==> config.mk <==
export PLATFORM = sky130hd
export DESIGN_NAME = char_write_scheduler
export DESIGN_NICKNAME = d
export VERILOG_FILES = /design/src/rtl/char_write_scheduler_pkg.sv /design/src/rtl/char_write_scheduler_rr_arbiter2.sv /design/src/rtl/char_write_scheduler.sv
export SDC_FILE = /design/constraint.sdc
export NUM_CORES = 1
export LEC_CHECK = 0
export ABC_CLOCK_PERIOD_IN_PS = 14960
export CAP_MARGIN = 30
export CORE_ASPECT_RATIO = 1.25
export CORE_MARGIN = 4
export CORE_UTILIZATION = 25
export DETAILED_ROUTE_END_ITERATION = 10
export HOLD_SLACK_MARGIN = 0.08
export MAX_ROUTING_LAYER = met4
export PLACE_DENSITY = 0.61
export SETUP_SLACK_MARGIN = 0.3
export SYNTH_ARGS = -nofsm -noshare
export SYNTH_HDL_FRONTEND = slang
export SYNTH_SLANG_ARGS = --single-unit
==> constraint.sdc <==
create_clock -name pixel_clock -period 14.96 [get_ports pixel_clock]
set_clock_uncertainty 0.05 [all_clocks]
set_input_delay 2.992 -clock pixel_clock [delete_from_list [all_inputs] [get_ports pixel_clock]]
set_output_delay 2.992 -clock pixel_clock [all_outputs]
set_load 0.02 [all_outputs]
==> src/rtl/char_write_scheduler_pkg.sv <==
// Shared display constants and the scheduler state encoding.
// The display block imports the same geometry and blank code.
package char_write_scheduler_pkg;

  localparam int        CWS_NUM_COLS  = 80;
  localparam int        CWS_NUM_LINES = 60;
  localparam int        CWS_MAX_LEN   = 16;
  localparam logic [7:0] BLANK_CHAR   = 8'h20;

  typedef enum logic [1:0] {
    ST_IDLE,
    ST_CAPTURE,
    ST_WRITE,
    ST_ACK
  } cws_state_e;

endpackage

==> src/rtl/char_write_scheduler_rr_arbiter2.sv <==
// Two-way round-robin grant: on a tie the requester not granted last wins.
module rr_arbiter2 (
  input  logic [1:0] req_i,
  input  logic       last_i,
  output logic       grant_o
);

  assign grant_o = (req_i == 2'b11) ? ~last_i : req_i[1];

endmodule

==> src/rtl/char_write_scheduler.sv <==
// Arbitrates two text-write requesters and streams one character per cycle
// into the character RAM, clipping anything that falls off the visible grid.
module char_write_scheduler
  import char_write_scheduler_pkg::*;
#(
  parameter int NUM_COLS  = CWS_NUM_COLS,
  parameter int NUM_LINES = CWS_NUM_LINES,
  parameter int MAX_LEN   = CWS_MAX_LEN
) (
  input  logic                 pixel_clock,
  input  logic                 reset,
  input  logic [1:0]           req,
  input  logic [6:0]           req_line0,
  input  logic [6:0]           req_line1,
  input  logic [6:0]           req_col0,
  input  logic [6:0]           req_col1,
  input  logic [4:0]           req_len0,
  input  logic [4:0]           req_len1,
  input  logic [8*MAX_LEN-1:0] req_text0,
  input  logic [8*MAX_LEN-1:0] req_text1,
  output logic [1:0]           ack,
  output logic                 busy,
  output logic [13:0]          char_addr,
  output logic [7:0]           char_write_data,
  output logic                 write_enable
);

  localparam int KW = (MAX_LEN > 1) ? $clog2(MAX_LEN) : 1;

  cws_state_e           state_q, state_d;
  logic                 gnt_q, last_q, arb_gnt;
  logic [6:0]           line_q, col_q;
  logic [4:0]           len_q;
  logic [KW-1:0]        k_q;
  logic [8*MAX_LEN-1:0] text_q;

  logic [6:0]           sel_line, sel_col;
  logic [4:0]           sel_len_raw, sel_len;
  logic [8*MAX_LEN-1:0] sel_text;
  logic [7:0]           col_sum;
  logic                 in_range;
  logic [7:0]           chars [MAX_LEN];

  rr_arbiter2 u_arb (
    .req_i   (req),
    .last_i  (last_q),
    .grant_o (arb_gnt)
  );

  assign sel_line    = gnt_q ? req_line1 : req_line0;
  assign sel_col     = gnt_q ? req_col1  : req_col0;
  assign sel_len_raw = gnt_q ? req_len1  : req_len0;
  assign sel_text    = gnt_q ? req_text1 : req_text0;
  assign sel_len     = (sel_len_raw > 5'(MAX_LEN)) ? 5'(MAX_LEN) : sel_len_raw;

  for (genvar c = 0; c < MAX_LEN; c++) begin : g_chars
    assign chars[c] = text_q[8*(MAX_LEN-1-c) +: 8];
  end

  // 8-bit sum so columns past 127 cannot wrap back into the visible range.
  assign col_sum  = {1'b0, col_q} + 8'(k_q);
  assign in_range = (col_sum < 8'(NUM_COLS)) && (line_q < 7'(NUM_LINES));

  always_comb begin
    state_d         = state_q;
    ack             = 2'b00;
    busy            = (state_q != ST_IDLE);
    write_enable    = 1'b0;
    char_addr       = '0;
    char_write_data = BLANK_CHAR;
    case (state_q)
      ST_IDLE:    if (|req) state_d = ST_CAPTURE;
      ST_CAPTURE: state_d = (sel_len == 5'd0) ? ST_ACK : ST_WRITE;
      ST_WRITE: begin
        write_enable    = in_range;
        char_addr       = {line_q, col_sum[6:0]};
        char_write_data = chars[k_q];
        if (5'(k_q) == len_q - 5'd1) state_d = ST_ACK;
      end
      ST_ACK: begin
        ack     = gnt_q ? 2'b10 : 2'b01;
        state_d = ST_IDLE;
      end
      default: state_d = ST_IDLE;
    endcase
  end

  always_ff @(posedge pixel_clock or posedge reset) begin
    if (reset) begin
      state_q <= ST_IDLE;
      gnt_q   <= 1'b0;
      last_q  <= 1'b1;
      line_q  <= '0;
      col_q   <= '0;
      len_q   <= '0;
      k_q     <= '0;
      text_q  <= '0;
    end else begin
      state_q <= state_d;
      case (state_q)
        ST_IDLE: if (|req) begin
          gnt_q  <= arb_gnt;
          last_q <= arb_gnt;
        end
        ST_CAPTURE: begin
          line_q <= sel_line;
          col_q  <= sel_col;
          len_q  <= sel_len;
          text_q <= sel_text;
          k_q    <= '0;
        end
        ST_WRITE: k_q <= k_q + 1'b1;
        default: ;
      endcase
    end
  end

endmodule

==> results of run 1 <==
-- worst max-delay path by stage --
stage                         to    from  slack [ps]
floorplan               chars[0]   reset        7740
global placement    write_enable  k_q[0]        8900
detailed placement  write_enable  k_q[0]        8870
CTS                 write_enable  k_q[0]        8390
global route        write_enable  k_q[1]        8440
finish              write_enable  k_q[1]        8660
-- per-layer routing --
metal / vias to the layer above / track usage [%] / wire length [um]
met3: 35 / 3.07 / 1530
li1: 3492 / - / -
met2: 244 / 29.2 / 16400
met5: - / - / 0
met1: 3366 / 18.5 / 12300
met4: 0 / 5.37 / 868
-- where the power goes --
group	switching, mW	leakage, nW	internal [mW]
clock network	0.179	0.261	0.218
registers	0.211	1.71	0.628
logic	0.588	3.27	0.571
-- cells in the mapped netlist, types with 2 or more instances --
| cell type | number |
|---|---|
| and2_1 | 18 |
| buf_2 | 16 |
| o22ai_1 | 2 |
| a21oi_1 | 146 |
| mux2i_1 | 148 |
| buf_12 | 2 |
| nor2_1 | 149 |
| mux4_2 | 20 |
| xor2_1 | 5 |
| mux4_1 | 18 |
| nand4_1 | 2 |
| dfrtp_1 | 154 |
| ha_1 | 10 |
| o21ai_0 | 10 |
| a21o_1 | 2 |
| xnor2_1 | 5 |
| buf_4 | 2 |
| buf_1 | 3 |
| buf_6 | 3 |
| mux2_2 | 5 |
| clkbuf_1 | 36 |
| nand3_1 | 6 |
| inv_1 | 10 |
| nor3_1 | 2 |
| nor2b_1 | 3 |
| nand2_1 | 16 |
-- registers in the layout, summed over array words and instances, names as in the netlist --
name	count
chars	128
col_q	7
line_q	7
len_q	5
k_q	4
state_q	2
gnt_q	1
last_q	1
-- cells by family after synthesis --
group / count (synthesis) / share of synthesized area, %
compound gates: 168 / 10.1
xor+xnor: 10 / 1.01
fa+ha+maj: 11 / 1.67
buf+inv: 72 / 4.07
flops: 155 / 44.7
mux: 192 / 28.7
simple gates: 202 / 9.77
-- cell type report --
type | instances | area (um2) | share of cell area, %
inverters | 10 | 42.5 | 0.330
well taps | 468 | 586 | 4.55
flip-flops and latches | 155 | 3890 | 30.2
clock inverters | 12 | 91.3 | 0.709
clock buffers | 20 | 447 | 3.47
repair buffers | 332 | 3370 | 26.2
multi-input cells | 583 | 4450 | 34.6
-- layout by cell type (no fill, tap or decap), drive strengths merged, types with 8 or more instances in the layout --
cell	n
a21oi	146
and2	18
buf	9
clkbuf	20
clkdlybuf4s50	323
clkinv	8
dfrtp	154
ha	10
inv	12
mux2i	148
mux4	39
nand2	16
nor2	149
o21ai	10
-- per-stage QoR --
stage	setup slack [ps]	utilization [%]	total power, mW	std cells	hold slack [ps]
2_1_floorplan	7740	-	1.57	810	431
3_3_place_gp	8900	35.7	1.98	1544	454
3_5_place_dp	8870	35.7	2.00	1544	457
4_1_cts	8390	37.2	2.40	1576	475
5_1_grt	8440	37.5	2.56	1580	496
6_report	8660	37.5	2.39	1580	469
-- critical path: stages (launching register included) --
cell and delay [ps]:
dfrtp_1 870, ha_1 370, a21o_1 160, a21oi_1 170
nor2b_1 100, mux2_2 270, a211oi_1 230, clkdlybuf4s50_1 650
==> reports/qor.yml, run 1 <==
route:
  wirelength_um: 31100
  vias: 7137
  drc: 0
  ant_nets: 0
  drt_pass1_iterations: 5
  drt-initial-drc-count: 416
  wl_per_cell_um: 19.7
  viasPerCell: 4.52
flow_run:
  max_cap_viol_count: 0
floorplan:
  rows: 76
  start_util_pct: 25.3
  coreArea_um2: 34300
  die_area_um2: 37800
  dieHeight_um: 216
  io_pins: 324
  chipWidth_um: 175
placement:
  post-dp-hpwl_um: 24900
  dpl-instance-area_um2: 12200
  gp_congestion: 0.908
  numPortBuffers: 323
synth:
  yosysWarnings: 0
  synth.top_cell.area_share_pct: 44.4
  yosys-top-cells-area: "dfrtp_1 (44%), mux2i_1 (17%), a21oi_1 (8.4%), nor2_1 (6.4%), mux4_1 (5.5%)"
  async_reset_ff_share_pct: 100
  synth_seq_cells: 155
  synthCells: 810
  syn_area_per_cell_um2: 10.7
  synth.distinct_cells: 43
  yosys_most_used_dff: "dfrtp_1"
  yosysTopAreaCell: "dfrtp_1"
  syn_area_um2: 8670
  synthesis.nets: 1119
  synth_edf_count: 0
  yosysSeqAreaShare_pct: 44.7
critical_path:
  reg2reg_depth: 5
  criticalPathCategory: "flop to primary output"
  r2r_start: "state_q[1]"
  arrival_ps: 3250
  crit_fanout: 16
  rrSetupSlack_ps: 12440
  start_kind: "flop"
  cp-end-kind: "primary output"
  r2r-end: "chars[8]"
  crit_required_ps: 11920
cts:
  cts_made_buffers: 17
  cts_hold_buf: 0
  max-clock-path-buffers: 2
  root_buffer: "clkbuf_16"
  htreeDepth: 4
  ctsResizeCount: 0
  tritoncts: "yes"
  clkTransAtPathRegs_ps: 60
  post_cts.repair.setup_buffers: 0
  insertion_delay_ps: 420
  cts_sinks: 155
global_routing:
  grt_max_degree: 115
  grt_pass1_vias: 7258
  grt_pass1_wl_um: 44700
  grt_util_all_layers_pct: 16.4
  antenna_found_initial: 0
  grt-ovfl-total: 0
sta:
  timing.slew.headroom_pct: 36.4
  setup_violations: 0
  min_period_ps: 6300
  setup_tns_ps: 0
  tightest_slew_ps: 953
  max_freq_mhz: 159
  drv_slew: 0
  rsz0062_at_grt: "no"
  min_period_over_period_pct: 42.1
  finalHoldViolations: 0
pwr:
  leakagePower_nw: 5.24
  cellPowerDensity_nw_per_um2: 186
  peakVddDrop_mv: 0.0977
layout:
  insertedDiodeCount: 0
  nets: 1408
  drive_above_1_share_pct: 6.38
  fillCellCount: 3409
  areaGrowthSynthToFinish_pct: 48.5
  final_area_um2: 12900
hold_path:
  hold_path.startpoint: "line_q[0]"
  min_to: "line_q[0]"
  worst_hold_path.num_cells: 2
  min_path_type: "flop to flop"
status:
  status: "finished, final reports clean"
Power figures use the tool's default switching activity.
==> inputs of run 2 (changes only) <==
--- a/config.mk
+++ b/config.mk
@@ -5,7 +5,7 @@
 export SDC_FILE = /design/constraint.sdc
 export NUM_CORES = 1
 export LEC_CHECK = 0
-export ABC_CLOCK_PERIOD_IN_PS = 14960
+export ABC_CLOCK_PERIOD_IN_PS = 6500
 export CAP_MARGIN = 30
 export CORE_ASPECT_RATIO = 1.25
 export CORE_MARGIN = 4
==> constraint.sdc (replaced) <==
create_clock -name pixel_clock -period 6.5 [get_ports pixel_clock]
set_clock_uncertainty 0.05 [all_clocks]
set_input_delay 1.3 -clock pixel_clock [delete_from_list [all_inputs] [get_ports pixel_clock]]
set_output_delay 1.3 -clock pixel_clock [all_outputs]
set_load 0.02 [all_outputs]
==> run 2 against run 1 <==
Effect of this change:
- clock power grew to 2.8 times the previous value
- non-clock buffer count is 2 lower
- wire length is 0.48% higher
- sequential cell count stayed put
==> reports/qor.yml, run 2 (same netlist as run 1, synthesis figures left out) <==
critical_path:
  arrival_ps: 3300  # +50 ps
  crit_required_ps: 5150  # -6770 ps
  cpPeakStageDelay_ps: 920  # +50 ps
  start_kind: "flop"
  crit_chain: "ha_1 > a21o_1 > a21oi_1 > nor2b_1 > mux2_2 > a211oi_1 > clkdlybuf4s50_1"
  criticalPathCategory: "flop to primary output"
  crit_slowest_cell: "dfrtp_1"
  crit_fanout: 16  # unchanged
  cp-end-kind: "primary output"
route:
  viasPerCell: 4.59  # +1.6%
  wl_per_cell_um: 19.8  # +0.60%
  drt-initial-drc-count: 440  # +5.8%
  ant_nets: 0  # unchanged
  wirelength_um: 31200  # +0.48%
  drt_pass1_iterations: 5  # unchanged
  vias: 7241  # +1.5%
  drc: 0  # unchanged
cts:
  cts_sinks: 155  # unchanged
  ctsResizeCount: 0  # unchanged
  post_cts.repair.setup_buffers: 0  # unchanged
  cts_hold_buf: 0  # unchanged
  root_buffer: "clkbuf_16"
  max-clock-path-buffers: 2  # unchanged
  htreeDepth: 4  # unchanged
  insertion_delay_ps: 430  # about the same
  clkTransAtPathRegs_ps: 60  # about the same
  cts_made_buffers: 17  # unchanged
  tritoncts: "yes"
global_routing:
  grt_max_degree: 107  # -7.0%
  grt_pass1_wl_um: 45500  # +1.9%
  antenna_found_initial: 0  # unchanged
  grt-ovfl-total: 0  # unchanged
  grt_util_all_layers_pct: 16.6  # +0.23 points
  grt_pass1_vias: 7441  # +2.5%
pwr:
  power.total_mw: 5.68  # +140%
  cellPowerDensity_nw_per_um2: 440  # +140%
  swShare_pct: 39.7  # -1.2 points
  intPower_mw: 3.43  # +140%
  p_clk_share_pct: 19.5  # +2.9 points
  leakagePower_nw: 5.26  # +0.40%
  power_switching_mw: 2.25  # +130%
  peakVddDrop_mv: 0.210  # +110%
  p_comb_share_pct: 46.2  # -2.2 points
  p_seq_share_pct: 34.4  # -0.7 points
sta:
  rsz0062_at_grt: "no"
  drv_slew: 0  # unchanged
  setup_tns_ps: 0  # unchanged
  timing.slew.headroom_pct: 35.8  # -0.69 points
  max_freq_mhz: 215
  setup_ws_ps: 1850  # -6810 ps
  tightest_slew_ps: 964  # +10.4 ps
  min_period_over_period_pct: 71.5
  setup_violations: 0  # unchanged
  finalHoldViolations: 0  # unchanged
  min_period_ps: 4650
floorplan:
  rows: 76  # unchanged
  coreArea_um2: 34300  # unchanged
  io_pins: 324  # unchanged
  dieHeight_um: 216  # unchanged
  die_area_um2: 37800  # unchanged
  start_util_pct: 25.3  # unchanged
  chipWidth_um: 175  # unchanged
status:
  status: "finished, final reports clean"
layout:
  fillCellCount: 3418  # +0.26%
  layout_common_cells: "clkdlybuf4s50_1 (323), dfrtp_1 (151), nor2_1 (149)"
  fin_util_pct: 37.6  # +0.13 points
  layout_commonest_cell: "clkdlybuf4s50_1"
  insertedDiodeCount: 0  # unchanged
  seq_area_um2: 3890  # unchanged
  multi_input_area_um2: 4450  # unchanged
  nets: 1406  # -0.14%
  drive_above_1_share_pct: 6.31  # -0.079 points
  largest_register_ff_count: 128  # unchanged
  areaGrowthSynthToFinish_pct: 49.0
hold_path:
  min_path_type: "flop to flop"
placement:
  numPortBuffers: 323  # unchanged
  post-dp-hpwl_um: 25000  # +0.24%
  gp_congestion: 0.883  # -2.8%
  dp_slack_ps: 2080  # -6790 ps
flow_run:
  max_cap_viol_count: 0  # unchanged
-- run 2: cell types whose count changed in the layout (fill, tap and decap cells not counted), sizes merged --
cell / previous run / this run
clkinv: 8 / 4
clkbuf: 20 / 19
buf: 9 / 7
bufinv: 0 / 5
-- run 2: final timing paths --
check	start	to	slack [ps]	depth (start not counted)
min	line_q[0]	line_q[0]	470	2
min in group asynchronous	reset	chars[44]	1260	2
max	k_q[1]	write_enable	1850	7
min reg2reg	line_q[0]	line_q[0]	470	2
max reg2reg	state_q[1]	chars[44]	3820	5
max in group asynchronous	reset	chars[106]	4030	3
-- run 2: layout make-up --
| type | count | share of cell area [%] |
|---|---|---|
| Inverter | 10 | 0.329 |
| Multi-Input combinational cell | 583 | 34.5 |
| Timing Repair Buffer | 330 | 25.5 |
| Clock buffer | 19 | 3.43 |
| Sequential cell | 155 | 30.1 |
| Tap cell | 468 | 4.53 |
| Clock inverter | 13 | 1.66 |
-- run 2: stage by stage --
stage | hold WS [ps] | area, um2 | std cells
4_1_cts | 475 | 12900 | 1577
6_report | 472 | 12900 | 1578
3_5_place_dp | 461 | 12200 | 1545
5_1_grt | 501 | 12900 | 1578
2_1_floorplan | 431 | 8670 | 810
3_3_place_gp | 454 | 12200 | 1545
-- run 2: layer usage --
layer | up-vias | wire [um] | track usage [%]
met1 | 3436 | 12300 | 18.8
li1 | 3496 | - | -
met5 | - | 0 | -
met2 | 260 | 16400 | 29.3
met3 | 49 | 1390 | 2.58
met4 | 0 | 1190 | 6.79
-- run 2: critical path, delay by kind of cell (launching register included) --
family                     cells  cell delay (ps)
AOI/OAI and AO/OA              3              550
adders and majority gates      1              380
buffers and inverters          1              650
DFF                            1              920
muxes                          1              280
and+or+nand+nor                1              100
-- run 2: power by group through the flow --
stage	Clock [mW]	Sequential (mW)	Combinational, mW
after floorplan	0	1.63	1.97
after global placement	0	2.01	2.54
after detailed placement	0	2.00	2.60
after CTS	1.13	1.99	2.61
after global routing	1.17	2.00	2.89
final	1.11	1.95	2.62
